[src/rtl/sisc_pkg.sv]
// SISC shared definitions: opcodes, sequencer states,
// instruction field positions and status bit indices.
package sisc_pkg;

  localparam logic [3:0] OP_NOP    = 4'h0;
  localparam logic [3:0] OP_ALU_RR = 4'h1;
  localparam logic [3:0] OP_ALU_RI = 4'h2;
  localparam logic [3:0] OP_BRA    = 4'h4;
  localparam logic [3:0] OP_BRR    = 4'h5;
  localparam logic [3:0] OP_HALT   = 4'hF;

  localparam int OPC_LSB = 28;
  localparam int MM_LSB  = 24;
  localparam int RA_LSB  = 20;
  localparam int RB_LSB  = 16;
  localparam int RD_LSB  = 12;
  localparam int IMM_LSB = 0;

  localparam int STAT_Z = 0;
  localparam int STAT_N = 1;
  localparam int STAT_V = 2;
  localparam int STAT_C = 3;

  typedef enum logic [2:0] {
    S_IDLE,
    S_FETCH,
    S_DECODE,
    S_EXEC,
    S_WB,
    S_HALT
  } state_t;

  function automatic logic op_legal(input logic [3:0] op);
    logic ok;
    ok = 1'b0;
    unique case (op)
      OP_NOP, OP_ALU_RR, OP_ALU_RI,
      OP_BRA, OP_BRR, OP_HALT: ok = 1'b1;
      default: ok = 1'b0;
    endcase
    return ok;
  endfunction

endpackage

[src/rtl/sisc_br_calc.sv]
// Branch resolution: pc, imm, opcode, mm, stat -> taken, target.
// pc is the already-incremented PC; target wraps mod 2^ADDR_W.
module sisc_br_calc
  import sisc_pkg::*;
#(
  parameter int ADDR_W = 16
) (
  input  logic [ADDR_W-1:0] pc,
  input  logic [15:0]       imm,
  input  logic [3:0]        opcode,
  input  logic [3:0]        mm,
  input  logic [3:0]        stat,
  output logic              taken,
  output logic [ADDR_W-1:0] target
);

  logic cond;

  // mm of zero means unconditional
  assign cond = (mm == 4'h0) || ((mm & stat) != 4'h0);

  always_comb begin
    taken  = 1'b0;
    target = pc;
    unique case (opcode)
      OP_BRA: begin
        taken  = cond;
        target = ADDR_W'(imm);
      end
      OP_BRR: begin
        taken  = cond;
        target = pc + ADDR_W'(signed'(imm));
      end
      default: begin
        taken  = 1'b0;
        target = pc;
      end
    endcase
  end

endmodule

[src/rtl/sisc_seq.sv]
// SISC multi-cycle sequencer: owns PC, IR, branch redirect,
// retired count; fetches over imem req/rdy, drives datapath strobes.
module sisc_seq
  import sisc_pkg::*;
#(
  parameter int                ADDR_W  = 16,
  parameter int                DATA_W  = 32,
  parameter logic [ADDR_W-1:0] RST_VEC = '0,
  parameter int                CNT_W   = 32
) (
  input  logic              CLK,
  input  logic              RST,
  output logic              imem_req,
  output logic [ADDR_W-1:0] imem_addr,
  input  logic              imem_rdy,
  input  logic [DATA_W-1:0] imem_data,
  input  logic [3:0]        stat,
  output logic [DATA_W-1:0] ir,
  output logic [1:0]        alu_op,
  output logic              alu_src,
  output logic              rd_sel,
  output logic              wb_sel,
  output logic              stat_en,
  output logic              rf_we,
  output logic              br_taken,
  output logic [ADDR_W-1:0] pc,
  output logic [CNT_W-1:0]  instret,
  output logic              halted,
  output logic              illegal
);

  state_t            state;
  logic [3:0]        opc;
  logic [3:0]        mm;
  logic [15:0]       imm;
  logic              is_alu;
  logic              taken;
  logic [ADDR_W-1:0] target;

  assign opc    = ir[OPC_LSB +: 4];
  assign mm     = ir[MM_LSB +: 4];
  assign imm    = ir[IMM_LSB +: 16];
  assign is_alu = (opc == OP_ALU_RR) || (opc == OP_ALU_RI);

  sisc_br_calc #(
    .ADDR_W(ADDR_W)
  ) u_br (
    .pc    (pc),
    .imm   (imm),
    .opcode(opc),
    .mm    (mm),
    .stat  (stat),
    .taken (taken),
    .target(target)
  );

  always_ff @(posedge CLK) begin
    if (RST) begin
      state   <= S_IDLE;
      pc      <= RST_VEC;
      ir      <= '0;
      instret <= '0;
      illegal <= 1'b0;
    end else begin
      unique case (state)
        S_IDLE: state <= S_FETCH;
        S_FETCH: begin
          if (imem_rdy) begin
            ir    <= imem_data;
            pc    <= pc + ADDR_W'(1);
            state <= S_DECODE;
          end
        end
        S_DECODE: begin
          if (opc == OP_HALT) begin
            state   <= S_HALT;
            instret <= instret + CNT_W'(1);
          end else begin
            state <= S_EXEC;
            if (!op_legal(opc)) illegal <= 1'b1;
          end
        end
        S_EXEC: begin
          if (is_alu) begin
            state <= S_WB;
          end else begin
            if (taken) pc <= target;
            instret <= instret + CNT_W'(1);
            state   <= S_FETCH;
          end
        end
        S_WB: begin
          instret <= instret + CNT_W'(1);
          state   <= S_FETCH;
        end
        S_HALT: state <= S_HALT;
        default: state <= S_IDLE;
      endcase
    end
  end

  assign imem_req  = (state == S_FETCH);
  assign imem_addr = pc;
  assign alu_op    = ir[MM_LSB +: 2];
  assign alu_src   = (opc == OP_ALU_RI);
  assign rd_sel    = (opc == OP_ALU_RR);
  assign halted    = (state == S_HALT);

  always_comb begin
    stat_en  = 1'b0;
    rf_we    = 1'b0;
    wb_sel   = 1'b0;
    br_taken = 1'b0;
    unique case (1'b1)
      (state == S_EXEC): begin
        stat_en  = is_alu;
        br_taken = taken;
      end
      (state == S_WB): begin
        rf_we  = 1'b1;
        wb_sel = 1'b1;
      end
      default: begin
        stat_en = 1'b0;
      end
    endcase
  end

endmodule

[config.mk]
export PLATFORM = sky130hd
export DESIGN_NAME = sisc_seq
export DESIGN_NICKNAME = d
export VERILOG_FILES = /design/src/rtl/sisc_pkg.sv /design/src/rtl/sisc_br_calc.sv /design/src/rtl/sisc_seq.sv
export SDC_FILE = /design/constraint.sdc
export NUM_CORES = 1
export LEC_CHECK = 0
export ABC_AREA = 0
export CORE_ASPECT_RATIO = 1.25
export CORE_MARGIN = 2
export CORE_UTILIZATION = 40
export CTS_BUF_LIST = sky130_fd_sc_hd__clkbuf_16
export DETAILED_ROUTE_END_ITERATION = 8
export PLACE_DENSITY_LB_ADDON = 0.25
export SYNTH_ARGS = -nofsm -noshare
export SYNTH_HDL_FRONTEND = slang
export SYNTH_SLANG_ARGS = --single-unit
[constraint.sdc]
create_clock -name CLK -period 3.35 [get_ports CLK]
set_clock_uncertainty 0.05 [all_clocks]
set_input_delay 0.67 -clock CLK [delete_from_list [all_inputs] [get_ports CLK]]
set_output_delay 0.67 -clock CLK [all_outputs]
set_load 0.005 [all_outputs]
# Word-level counts from Yosys, hierarchy flattened
# Index checks and enable logic that the tools add are counted.
# word_totals
word_cells,61
reg_bits,84
in_bits,39
out_inout_bits,107
# classes
n_bitwise,3
add_sub_neg,3
eq_ne,15
n_reduce_logical,15
muxes,20
# ops
op,n
32-bit one-hot mux with 3 select lines,1
32-bit two-way mux,2
16-bit one-hot mux with 2 select lines,2
16-bit two-way mux,3
32-bit by 1-bit adder with 32-bit output (second input constant),1
16-bit by 1-bit adder with 16-bit output (second input constant),1
16-bit adder,1
3-bit one-hot mux with 5 select lines,1
3-bit two-way mux,3
4-bit by 3-bit == test with 1-bit output (second input constant),2
4-bit zero test,2
1-bit two-way mux,8
3-bit by 2-bit == test with 1-bit output (second input constant),2
3-bit == test (second input constant),2
2-bit != test (second input constant),3
3-bit AND reduction,2
6-bit OR reduction,1
5-bit AND reduction,1
4-bit bitwise AND,1
4-bit by 1-bit == test with 1-bit output (second input constant),1
4-bit by 2-bit == test with 1-bit output (second input constant),1
4-bit == test (second input constant),1
4-bit nonzero test,1
2-bit OR reduction,2
other kinds (9),11

# Logic depth before layout (Yosys ltp)
# Gate-level depths: netlist of run 1.
# depth
ltp_word,8
depth_mapped,9
mapped_depth_nobuf,9

# By module
# From an unflattened synthesis of run 1, not the netlist that was laid out.
# hier_totals
cells_unflattened,660
area_unflattened_um2,5078.6
# by_module_without_submodules
mod,cells_each,instances,area_per_inst_um2,seq_area_each_um2
sisc_seq,510,1,4035.1,1681.6
sisc_br_calc,150,1,1043.5,0.0

# Least setup slack after synthesis of run 1
# No wires, ideal clock.
# synth_timing
path_type,reg-to-reg
start,"register pc[0], in the netlist imem_addr[0]"
end,"register pc[14], in the netlist imem_addr[14]"
arrival_time_ns,2.224
path_stages_with_launch,10
required_ns,3.168
path_buffers,0
setup_slack_ns,0.945
synth_period_minus_slack_ns,2.405
setup_ns,0.132
path_cell_list,dfxtp_1 > ha_1 > fa_1 > a211oi_1 > o21ai_0 > a21o_1 > a22o_1 > mux2i_1 > a211oi_1 > nor3_1
# synth_between
elab_chain_cells,5
word_cells_on_any_way,7
cone_classes,add/sub: 2; mux: 5
# synth_rtl
element,line_no,source
from (decl),sisc_seq.sv:26,"output logic [ADDR_W-1:0] pc,"
from (signal assigned),sisc_seq.sv:70,pc <= pc + ADDR_W'(1);
from (signal assigned),sisc_seq.sv:87,if (taken) pc <= target;
16-bit adder,sisc_br_calc.sv:32,target = pc + ADDR_W'(signed'(imm));
16-bit one-hot mux with 2 select lines,sisc_br_calc.sv:25,unique case (opcode)
16-bit two-way mux,sisc_seq.sv:87,
16-bit two-way mux,sisc_seq.sv:84,if (is_alu) begin
16-bit one-hot mux with 2 select lines (*),sisc_seq.sv:65,unique case (state)
# Mark *: on every way between the ends. The rest lies on a longest branch, timed or not. The select of a mux whose other input is x is not followed.
# A chain may end at the register's enable or synchronous reset.

# Worst setup path after layout of run 1
# layout_timing
start,register state[0]
end,output br_taken
# layout_between
elab_chain_cells,2
# layout_rtl
element,line_no,source
from (decl),sisc_seq.sv:32,state_t state;
from (signal assigned),sisc_seq.sv:59,state <= S_IDLE;
from (signal assigned),sisc_seq.sv:66,S_IDLE: state <= S_FETCH;
from (signal assigned),sisc_seq.sv:71,state <= S_DECODE;
3-bit by 2-bit == test with 1-bit output,sisc_seq.sv:115,(state == S_EXEC): begin
1-bit two-way mux,sisc_seq.sv:114,unique case (1'b1)
to (decl),sisc_seq.sv:25,"output logic br_taken,"
# No other way between the ends.

==> results.txt, run 1 <==
Drt drc - 0
Worst-margin pin slew - 0.713 ns
VDD IR-drop max - 0.239 mV
Synth Area in XOR/XNOR - 5.97%
Post-synthesis mux area share - 1.24%
Synth area leader - dfxtp_1
Share of total power in the clock network - 43.0%
Worst Setup Path Type - reg -> out
Relative slew slack - 52.5%
Final max-slew violation count - 0
Netlist Area Pre-Place - 4840 um^2
Final WL - 13,800 um
Post-cts resize count - 0
Clk_lat worst skew - 0.33 ns
R2r setup slk - 0.63 ns
CTS H-tree depth - 3
Post-DP HPWL - 10,000 um
P_sw - 558 uW
Maximum net fanout on the critical path - 13
Setup ws final - 0.273 ns
Vias in the first global route - 4,696
Syn Area/Cell - 7.72 um^2
CP arrival - 2.36 ns
Die footprint - 13,000 um^2
Crit. End Element - primary output
Max-cap violations - 0
Ys flop type - dfxtp_1
Num CTS Buffers - 9
Combinational fraction of design power - 10.9%
Seq/Total Area, Yosys - 34.8%
CTS tree - done
Clock Tree Buf Depth - 2
RSZ-0062 raised after global routing - false
Largest family of logic cells by synthesized area - simple AND/OR/NAND/NOR gates
Post-synth cell types - 63
Core area - 11,700 um^2
Row count - 44
Min Tclk post-route - 3.08 ns
IO Pins - 146
Pleak - 2.48 nW
Setup bufs post-CTS - 0
Synthesized instance count - 627
Setup crit start kind - flop
Avg Vias per Cell - 5.43
Grt total ovfl - 0
Share of the clock period used by the worst path - 91.8%
Setup_tns - 0 ns
Hold Crit Class - reg -> reg
Final Cell Area - 6570 um^2
Fmax - 0.325 GHz
Layout cells sized above 1 - 4.97%
Pwr per Cell Area - 348 nW/um^2
Area growth syn-to-layout - 35.7%
CP Launch Point - state[0]
Nets@finish - 796
Worst slack at placement - 0.499 ns
EDFF count, synth - 0
First-pass GRT wire length - 22,200 um
Synthesized Nets - 684
Ys async rst share - 0%
Overall power - 2.29 mW
Initial DRC Count - 280
Worst R2R Path Depth - 9
Initial Util - 41.3%
Post-synthesis adder-cell area fraction - 4.81%
Sw Share - 24.4%
Main area contributors after synthesis - dfxtp_1, nand2_1, a21oi_1, ha_1, nor2_1
DR WL/cell - 15.2 um
Synth warn - 0
FF+latch count, synth - 84
Routability congestion estimate - 0.826
Root buf cell - clkbuf_16
Synth Area in Compound Gates - 20.1%
Setup violators final - 0
Via count - 4,912
Final Hold Viols - 0
ANT nets after route - 0
Outcome - finished clean
Reg2reg start - imem_addr[0]
Chip Width - 102 um
Clock sinks - 84
Simple-Gate Fraction of Synth Area - 26.6%
IO buf count - 145
Clk slew on worst S/H paths - 0.06 ns
Largest net degree at the start of global routing - 38
Yosys top cell area share - 34.8%
Power Internal - 1.73 mW
Gr usage total - 21.1%
Setup crit end - br_taken
Sequential power share - 46.1%
Die height - 127 um
Placed cell areas - 6270 um^2
Ant diodes - 0
First-pass DRT Iterations - 5
Data required, critical path - 2.63 ns
End of the worst register-to-register path - imem_addr[12]
Cts hold-fix bufs - 0
Initial antenna violation count - 0
==> logic make-up after synthesis <==
family / count (synthesis)
AO/OA/AOI/OAI: 155
XOR/XNOR: 33
adder cells (fa/ha/maj): 18
buffers and inverters: 61
flip-flops: 84
multiplexers: 6
AND/OR/NAND/NOR: 270
==> cell usage after synthesis, types with 2 or more instances <==
cell      number
inv_1          7
a311o_1        2
a311oi_1       2
o22ai_1        2
o211ai_1       4
nand4_1        7
a22oi_1        8
xor2_1        20
nand2b_1       2
nor3_1        14
xnor2_1       13
nand3_1       26
mux2i_1        6
a211oi_1       6
nor4b_1        2
nand3b_1       3
clkbuf_1      27
nand2_1      110
a21oi_1       58
o21a_1         2
a211o_1        2
buf_4         21
or3_1          6
and4_1         6
a22o_1         3
nor2_1        56
nor2b_1        6
ha_1          17
o21ai_2        2
dfxtp_1       84
and2_1         6
o31ai_1        2
buf_2          6
a41oi_1        2
o21ai_0       29
a21o_1         7
nor3b_1        2
and3_1        14
a31oi_1       11
==> how the worst min path moves through the flow <==
| stage | start | slack [ns] | depth (start not counted) | to |
|---|---|---|---|---|
| 2_1_floorplan | ir[16] | 0.40 | 2 | ir[16] |
| 3_3_place_gp | ir[22] | 0.39 | 2 | ir[22] |
| 3_5_place_dp | ir[18] | 0.40 | 2 | ir[18] |
| 4_1_cts | ir[18] | 0.41 | 2 | ir[18] |
| 5_1_grt | ir[20] | 0.43 | 2 | ir[20] |
| 6_report | ir[17] | 0.41 | 2 | ir[17] |
==> worst max-delay path, cell delays in order, from the launching register on <==
cell and delay (ns):
dfxtp_1 0.50, nor2b_1 0.29, and2_1 0.40, and3_1 0.29, clkdlybuf4s50_1 0.54
==> per-layer routing <==
metal | share of wire [%] | vias to the layer above | GRT usage [%]
li1 | - | 2425 | -
met1 | 42 | 2285 | 24.9
met2 | 49 | 169 | 36.5
met3 | 6.3 | 33 | 4.96
met4 | 2.8 | 0 | 8.55
met5 | 0 | - | 0
==> power groups by stage <==
stage	registers [mW]	logic (mW)	clock network, mW
4_1_cts	1.05	0.250	1.01
6_report	1.05	0.249	0.985
5_1_grt	1.06	0.273	1.05
3_5_place_dp	1.08	0.248	0
3_3_place_gp	1.07	0.244	0
2_1_floorplan	1.07	0.128	0
==> sequential cells by signal (all words and copies together) (netlist names) <==
name / cells
state: 3
instret: 32
illegal: 1
imem_addr: 16
ir: 32
==> layout by cell type (no fill, tap or decap), types with 8 or more instances in the layout <==
master / count
nand2_1: 110
o21ai_0: 29
a21oi_1: 58
clkbuf_16: 9
dfxtp_1: 84
a31oi_1: 11
nand3_1: 26
nor3_1: 14
nor2_1: 56
buf_4: 10
and3_1: 14
xnor2_1: 13
a22oi_1: 8
clkdlybuf4s50_1: 144
ha_1: 17
xor2_1: 20
==> final cells by class <==
cell class              instances  area [um^2]
fillers                      1112         5160
well taps                     161          201
clock inverters                 7         67.6
flip-flops and latches         84         1680
repair buffers                155         1520
inverters                       7         26.3
clock buffers                   9          225
multi-input cells             482         2840
==> metrics by stage <==
| step | hold WS (ns) | std cells | util (%) |
|---|---|---|---|
| 2_1_floorplan | 0.403 | 627 | - |
| 3_3_place_gp | 0.394 | 889 | 53.5 |
| 3_5_place_dp | 0.400 | 889 | 53.5 |
| 4_1_cts | 0.410 | 905 | 56.0 |
| 5_1_grt | 0.429 | 905 | 56.0 |
| 6_report | 0.407 | 905 | 56.0 |
No activity file was read; power rests on OpenSTA's default activity.
==> run 2: changes to the inputs <==
Settings changed: PLACE_DENSITY set to 0.73, PLACE_DENSITY_LB_ADDON 0.25 to unset.
==> run 2 against run 1 <==
Net effect: wire length down 1.1%; critical path type unchanged; clock-buffer cell count unchanged; combinational power about the same; largest cell class unchanged.
==> results.txt, run 2 (synthesis gave the netlist of run 1 again) <==
Vias in the first global route - 4,702 (+0.13%)
Core area - 11,700 um^2 (unchanged)
CTS H-tree depth - 3 (unchanged)
Die height - 127 um (unchanged)
VDD IR-drop max - 0.225 mV (-5.8%)
Area growth syn-to-layout - 35.2%
DR WL/cell - 15.1 um (-0.76%)
First-pass GRT wire length - 22,200 um (about the same)
Fmax - 0.330 GHz (+1.5%)
Cts hold-fix bufs - 0 (unchanged)
Row count - 44 (unchanged)
ANT nets after route - 0 (unchanged)
Initial Util - 41.3% (unchanged)
Final Hold Viols - 0 (unchanged)
IO Pins - 146 (unchanged)
Hold Crit Class - reg -> reg
Clock sinks - 84 (unchanged)
Maximum net fanout on the critical path - 13 (unchanged)
Chip Width - 102 um (unchanged)
RSZ-0062 raised after global routing - false
Largest net degree at the start of global routing - 67 (+76%)
Share of the clock period used by the worst path - 90.5% (-1.4 points)
Clock Tree Buf Depth - 2 (unchanged)
IO buf count - 145 (unchanged)
Commonest cells after routing, fill and taps aside - clkdlybuf4s50_1, nand2_1, dfxtp_1, a21oi_1, nor2_1
Routability congestion estimate - 0.912 (+10%)
Initial DRC Count - 272 (-2.9%)
Max incr delay on CP - 0.52 ns (-0.02 ns)
Setup_tns - 0 ns (unchanged)
CTS tree - done
Relative slew slack - 54.4% (+2.0 points)
Outcome - finished clean
Fillers - 1,120 (+0.72%)
Gr usage total - 21.2% (+0.030 points)
Worst slack at placement - 0.491 ns (-0.00807 ns)
Final hold slack - 0.403 ns (-0.00403 ns)
Worst-margin pin slew - 0.678 ns (-0.0345 ns)
Die footprint - 13,000 um^2 (unchanged)
Layout cells sized above 1 - 4.05% (-0.92 points)
Root buf cell - clkbuf_16
Num CTS Buffers - 9 (unchanged)
Pleak - 2.48 nW (-0.14%)
Setup ws final - 0.320 ns (+0.0465 ns)
Min Tclk post-route - 3.03 ns (-0.0465 ns)
Max-cap violations - 0 (unchanged)
Crit. End Element - primary output
Initial antenna violation count - 0 (unchanged)
Avg Vias per Cell - 5.43 (about the same)
Clk_lat worst skew - 0.33 ns (about the same)
First-pass DRT Iterations - 4 (-1)
Via count - 4,897 (-0.31%)
Nets@finish - 794 (-0.25%)
Setup crit start kind - flop
Pwr per Cell Area - 342 nW/um^2 (-2.0%)
Final WL - 13,600 um (-1.1%)
Setup bufs post-CTS - 0 (unchanged)
Grt total ovfl - 0 (unchanged)
Worst Setup Path Type - reg -> out
Data required, critical path - 2.63 ns (about the same)
Final max-slew violation count - 0 (unchanged)
CP arrival - 2.31 ns (-0.05 ns)
Setup violators final - 0 (unchanged)
Post-DP HPWL - 10,100 um (+1.2%)
Post-cts resize count - 0 (unchanged)
Critical-path top delay cell - clkdlybuf4s50_1
Drt drc - 0 (unchanged)
Commonest non-fill, non-tap cell in the layout - clkdlybuf4s50_1
CP Cell Sequence - nor2b_1, and2_1, and3_1, clkdlybuf4s50_1
Clk slew on worst S/H paths - 0.06 ns (about the same)
Ant diodes - 0 (unchanged)
## run 2: cell count changes in the layout (fill, tap and decap cells not counted)
| cell | previous run | this run |
|---|---|---|
| buf_4 | 10 | 7 |
| clkinv_1 | 1 | 3 |
| clkinv_2 | 2 | 0 |
| clkinvlp_4 | 2 | 0 |
| inv_1 | 7 | 9 |
| buf_12 | 0 | 1 |
| clkinv_4 | 1 | 0 |
## run 2: area by class of cell
cell class | instances | area [um^2] | share of cell area [%]
Clock buffer | 9 | 225 | 3.44
Sequential cell | 84 | 1680 | 25.7
Inverter | 7 | 26.3 | 0.402
Timing Repair Buffer | 153 | 1520 | 23.2
Multi-Input combinational cell | 482 | 2840 | 43.4
Tap cell | 161 | 201 | 3.08
Clock inverter | 6 | 48.8 | 0.746
## run 2: final timing paths
kind                                      end    startpoint  slack [ns]  cells after the start
worst min register to register         ir[18]        ir[18]        0.40                      2
worst max register to register  imem_addr[12]  imem_addr[0]        0.64                      8
worst max-delay path                 br_taken      state[0]        0.32                      4
worst min-delay path                   ir[18]        ir[18]        0.40                      2
## run 2: worst max-delay path, delay by kind of cell (launching register included)
family	cells	cell delay, ns
buf+inv	1	0.52
flops	1	0.48
simple gates	3	0.98
## run 2: stage by stage
stage / cells / total power, mW / utilization (%) / instance area [um^2]
2_1_floorplan: 627 / 1.19 / - / 4840
3_3_place_gp: 887 / 1.32 / 53.5 / 6270
3_5_place_dp: 887 / 1.33 / 53.5 / 6270
4_1_cts: 902 / 2.27 / 55.8 / 6540
5_1_grt: 902 / 2.33 / 55.8 / 6540
6_report: 902 / 2.24 / 55.8 / 6540
## run 2: power breakdown
part	switching (mW)	internal, mW	total [mW]
clock network	0.373	0.560	0.933
logic	0.114	0.134	0.248
registers	0.0315	1.02	1.05
total	0.519	1.72	2.24
## run 2: routing by layer
layer	track usage [%]	vias to the layer above	part of all wire [%]
li1	-	2424	-
met1	25.5	2311	41
met2	37.5	152	52
met3	4.90	10	6.3
met4	5.25	0	0.83
met5	0	-	0
